<file path="src/rtl/ifu_fetch_pkg.sv">
// rtl/ifu_fetch_pkg.sv - shared core constants, fetch buffer entry type and PC helpers
package ifu_fetch_pkg;

  localparam int XLEN        = 32;
  localparam int INSTR_BYTES = 4;
  localparam logic [XLEN-1:0] DEFAULT_RESET_PC = 32'h0000_0000;

  typedef struct packed {
    logic [XLEN-1:0] pc;
    logic [XLEN-1:0] instr;
  } fetch_entry_t;

  function automatic logic [XLEN-1:0] pc_next(input logic [XLEN-1:0] pc);
    return pc + XLEN'(INSTR_BYTES);
  endfunction

  function automatic logic [XLEN-1:0] pc_align(input logic [XLEN-1:0] pc);
    return pc & ~XLEN'(INSTR_BYTES - 1);
  endfunction

endpackage

</file>
<file path="src/rtl/fetch_fifo.sv">
// rtl/fetch_fifo.sv - synchronous FIFO holding fetched {pc, instr} entries, with flush
module fetch_fifo #(
  parameter int WIDTH = 64,
  parameter int DEPTH = 4,
  localparam int AW   = $clog2(DEPTH)
) (
  input  logic             clk,
  input  logic             rst,
  input  logic             flush,
  input  logic             push,
  input  logic [WIDTH-1:0] push_data,
  input  logic             pop,
  output logic [WIDTH-1:0] head_data,
  output logic [AW:0]      count
);

  logic [WIDTH-1:0] mem [DEPTH];
  logic [AW-1:0]    wr_ptr;
  logic [AW-1:0]    rd_ptr;
  logic [AW:0]      cnt;

  // Pointers wrap naturally because DEPTH is a power of two.
  always_ff @(posedge clk) begin
    if (rst || flush) begin
      wr_ptr <= '0;
      rd_ptr <= '0;
      cnt    <= '0;
    end else begin
      if (push) wr_ptr <= wr_ptr + 1'b1;
      if (pop)  rd_ptr <= rd_ptr + 1'b1;
      cnt <= cnt + (AW+1)'(push) - (AW+1)'(pop);
    end
  end

  always_ff @(posedge clk) begin
    if (push) mem[wr_ptr] <= push_data;
  end

  assign head_data = mem[rd_ptr];
  assign count     = cnt;

endmodule

</file>
<file path="src/rtl/ifu_fetch.sv">
// rtl/ifu_fetch.sv - instruction fetch unit: credit-based issue, 2-cycle memory tag pipeline, buffer
module ifu_fetch
  import ifu_fetch_pkg::*;
#(
  parameter logic [XLEN-1:0] RESET_PC  = DEFAULT_RESET_PC,
  parameter int              BUF_DEPTH = 4
) (
  input  logic            clk,
  input  logic            rst,
  output logic [XLEN-1:0] imem_addr,
  input  logic [XLEN-1:0] imem_data,
  input  logic            redirect_valid,
  input  logic [XLEN-1:0] redirect_pc,
  output logic            if_valid,
  input  logic            if_ready,
  output logic [XLEN-1:0] if_pc,
  output logic [XLEN-1:0] if_instr
);

  localparam int CW = $clog2(BUF_DEPTH) + 1;

  logic [XLEN-1:0] pc;
  logic [XLEN-1:0] s1_pc;
  logic [XLEN-1:0] s2_pc;
  logic            s1_v;
  logic            s2_v;
  logic [CW-1:0]   buf_count;
  logic [CW:0]     used;
  logic            issue;
  logic            push;
  logic            pop;
  fetch_entry_t    head;
  fetch_entry_t    push_entry;

  // In-flight requests hold a buffer slot, so a push can never find the buffer full.
  assign used  = {1'b0, buf_count} + (CW+1)'(s1_v) + (CW+1)'(s2_v);
  assign issue = !rst && !redirect_valid && (used < (CW+1)'(BUF_DEPTH));

  always_ff @(posedge clk) begin
    if (rst) begin
      pc    <= RESET_PC;
      s1_v  <= 1'b0;
      s2_v  <= 1'b0;
      s1_pc <= '0;
      s2_pc <= '0;
    end else if (redirect_valid) begin
      pc    <= pc_align(redirect_pc);
      s1_v  <= 1'b0;
      s2_v  <= 1'b0;
    end else begin
      if (issue) pc <= pc_next(pc);
      s1_v  <= issue;
      s1_pc <= pc;
      s2_v  <= s1_v;
      s2_pc <= s1_pc;
    end
  end

  assign push_entry = '{pc: s2_pc, instr: imem_data};
  assign push       = s2_v && !redirect_valid;
  assign pop        = if_valid && if_ready;

  fetch_fifo #(
    .WIDTH ($bits(fetch_entry_t)),
    .DEPTH (BUF_DEPTH)
  ) u_fifo (
    .clk       (clk),
    .rst       (rst),
    .flush     (redirect_valid),
    .push      (push),
    .push_data (push_entry),
    .pop       (pop),
    .head_data (head),
    .count     (buf_count)
  );

  assign imem_addr = rst ? RESET_PC : pc;
  assign if_valid  = !rst && (buf_count != '0);
  assign if_pc     = if_valid ? head.pc    : '0;
  assign if_instr  = if_valid ? head.instr : '0;

endmodule

</file>
<file path="config.mk">
export PLATFORM = sky130hd
export DESIGN_NAME = ifu_fetch
export DESIGN_NICKNAME = d
export VERILOG_FILES = /design/src/rtl/ifu_fetch_pkg.sv /design/src/rtl/fetch_fifo.sv /design/src/rtl/ifu_fetch.sv
export SDC_FILE = /design/constraint.sdc
export NUM_CORES = 1
export LEC_CHECK = 0
export BUFFER_PORTS_ARGS = -buffer_cell sky130_fd_sc_hd__buf_2
export CAP_MARGIN = 20
export CORE_MARGIN = 4
export CORE_UTILIZATION = 54
export DETAILED_ROUTE_END_ITERATION = 6
export HOLD_SLACK_MARGIN = 0.05
export PLACE_DENSITY = 0.75
export SYNTH_ARGS = -nofsm -noshare
export SYNTH_HDL_FRONTEND = slang
export SYNTH_SLANG_ARGS = --single-unit
export TNS_END_PERCENT = 50
</file>
<file path="constraint.sdc">
create_clock -name clk -period 8.58 [get_ports clk]
set_clock_uncertainty 0.15 [all_clocks]
set_input_delay 0 -clock clk [delete_from_list [all_inputs] [get_ports clk]]
set_output_delay 0 -clock clk [all_outputs]
set_load 0.05 [all_outputs]
</file>
==> results_dict.tcl <==
set metrics [dict create \
    status "finished clean" \
    dpl.hpwl_um 16200 \
    cts-root-buf "clkbuf_16" \
    drc_errors 0 \
    diodes 0 \
    holdPathEnd "u_fifo.mem[1][20]" \
    syn_inst 915 \
    cts_buffers 36 \
    layout_setup_ws_ns 4.51 \
    worst_pin_slew_ns 0.990 \
    syn_avg_cell_area_um2 15.3 \
    rows 58 \
    cp_num_buf_inv 3 \
    hold_ws_ns 0.0979 \
    postCtsSetupRepairBufs 0 \
    cts_resized 0 \
    p_per_area_mw_per_mm2 202 \
    fmax_mhz 245 \
    cts_buffer_depth 3 \
    cts_tree "yes" \
    postCtsHoldBufs 80 \
    worstHoldPathCells 2 \
    yosysUniqueCellTypes 57 \
    reg2reg_to "pc[27]" \
    hold_violations 0 \
    drtIter0Drc 646 \
    port_buffers 158 \
    crit_path_max_incr_delay_ns 0.68 \
    grt_pass1_wl_um 45500 \
    setup_tns_ns 0 \
    track_usage_pct 20.1 \
    drive_above_1_share_pct 24.5 \
    cp_max_fo 16 \
    synth_top_area_cell "edfxtp_1" \
    gp_congestion 0.842 \
    hp-start "imem_data[20]" \
    critPathKind "flop to flop" \
    path_depth 9 \
    synthTopCellsByArea "edfxtp_1, dfxtp_1, mux4_2" \
    cts.sinks 349 \
    grt_pass1_vias 8350 \
    cts.clk_slew.worst_paths_ns 0.06 \
    grt-ovfl-total 0 \
    antenna_found_initial 0 \
    worstPathArrival_ns 4.37 \
    slew_headroom_pct 34.0 \
    worst_path_max_delay_cell "o211ai_1" \
    routedWlPerCell_um 19.3 \
    synth-xor-area-share_pct 1.31 \
    ioPinCount 165 \
    synth-compound-area-share_pct 3.24 \
    syn_area_mm2 0.0140 \
    synth_edf_count 248 \
    slew_viol_final 0 \
    ys.flop_type "edfxtp_1" \
    grt_max_degree 84 \
    hold_class "input pin to flop" \
    reg2reg_setup_slack_ns 4.51 \
    endpoint_kind "flop" \
    reg2regPathDepth 9 \
    cp.required_ns 8.88 \
    ys_seq_elements 349 \
    synthMuxAreaShare_pct 14.3 \
    wl_um 28800 \
    reg2reg_from "u_fifo.count[1]" \
    most-common-layout-cells "edfxtp_1, buf_2, dfxtp_1" \
    rsz0062_at_grt "no" \
    dp_worst_setup_slack_ns 5.74 \
    synth_fa_ha_area_share_pct 0.948 \
    synth_top_area_share_pct 53.2 \
    coreArea_mm2 0.0253 \
    synth_top_family_by_area "multiplexers" \
    clk_latency_ns 0.51 \
    syn_to_final_growth_pct 20.6 \
    routed-via-count 8254 \
    period_share_pct 47.5 \
    crit_top_cell "dlygate4sd3_1" \
    nNetsFinal 1217 \
    crit_family "buffers and inverters" \
    layout_commonest_cell "edfxtp_1" \
    yosys.area_share.simple_pct 10.5 \
    setup_viol 0 \
    yosys_warnings 0 \
    detail-route-antenna-nets 0 \
    cp-start-kind "flop" \
    die_h_um 169 \
    vdd_drop_max_mv 0.142 \
    synthArstFlopShare_pct 0 \
    fin_crit_ns 4.07 \
    die_w_um 169 \
    cp_cell_sequence "ha_1, nand3b_1, o211ai_1, nand2_1, inv_1, a221oi_1, dlygate4sd3_1, nor3_1, dlygate4sd3_1" \
    via_per_inst 5.52 \
    drtPass1Iterations 5 \
    htreeDepth 2 \
    synth_seq_area_share_pct 67.7 \
    initial_utilization_pct 55.3 \
    cap_violations 0 \
    die_area_mm2 0.0286 \
    leakage_nw 6.13 \
]
[routing by layer]
metal | part of all wire (%) | up-vias | global-route usage (%) | wire [um]
met5 | 0 | - | 0 | 0
met4 | 1.8 | 0 | 5.04 | 532
met3 | 6.3 | 39 | 3.62 | 1810
met2 | 49 | 269 | 34.0 | 14200
met1 | 43 | 4061 | 27.3 | 12300
li1 | - | 3885 | - | -
[synthesized netlist by cell type (all sizes together) (3+ instances only)]
master and instances:
a211oi 15, a21oi 10, a221oi 3, a22oi 6
a31oi 4, and2 71, and3 5, buf 22
clkbuf 37, dfxtp 101, edfxtp 248, ha 9
inv 10, mux2i 60, mux4 62, nand2 29
nand3 18, nand4 6, nor2 88, nor2b 30
nor3 9, nor4 6, o21a 3, o21ai 8
or3 4, xnor2 12, xor2 9
[registers in the layout (all words and copies together), names as in the netlist, named ones only]
signal / cells
s2_v: 1
u_fifo.wr_ptr: 2
s1_v: 1
u_fifo.mem: 248
u_fifo.count: 3
u_fifo.rd_ptr: 2
pc: 30
s1_pc: 30
s2_pc: 30
[cell families after synthesis]
kind of cell | after synthesis
muxes | 122
buffers and inverters | 70
DFF | 349
AOI/OAI and AO/OA | 64
xor gates and xnor gates | 21
adders and majority gates | 10
and+or+nand+nor | 278
other | 1
[per-stage QoR]
| stage | cell area (um2) | instances | power (mW) | util, % |
|---|---|---|---|---|
| 3_3_place_gp | 15000 | 1351 | 2.01 | 59.3 |
| 2_1_floorplan | 14000 | 918 | 1.97 | - |
| 6_report | 16900 | 1495 | 3.42 | 66.6 |
| 5_1_grt | 16900 | 1495 | 3.54 | 66.6 |
| 3_5_place_dp | 15000 | 1351 | 2.01 | 59.3 |
| 4_1_cts | 16900 | 1495 | 3.45 | 66.6 |
[worst max-delay path by stage]
stage | from | endpoint | slack [ns]
global placement | redirect_valid | pc[31] | 5.77
finish | u_fifo.count[1] | pc[27] | 4.51
floorplan | s2_v | u_fifo.mem[0][0] | 5.89
detailed placement | u_fifo.count[1] | pc[16] | 5.74
CTS | u_fifo.count[1] | pc[27] | 4.65
global route | u_fifo.count[1] | pc[27] | 4.35
[area by class of cell]
| type | instances | area [um2] |
|---|---|---|
| clock buffers | 52 | 1000 |
| clock inverters | 12 | 53.8 |
| fillers | 1797 | 8450 |
| inverters | 11 | 41.3 |
| multi-input cells | 499 | 4270 |
| flip-flops and latches | 349 | 9480 |
| well taps | 330 | 413 |
| repair buffers | 242 | 1630 |
[power breakdown]
part,switching [mW],internal (mW),leakage (nW)
registers,0.0255,1.82,3.00
clock network,0.595,0.810,0.521
logic,0.0951,0.0730,2.60
total,0.716,2.70,6.13
No activity file was read; power rests on OpenSTA's default activity.
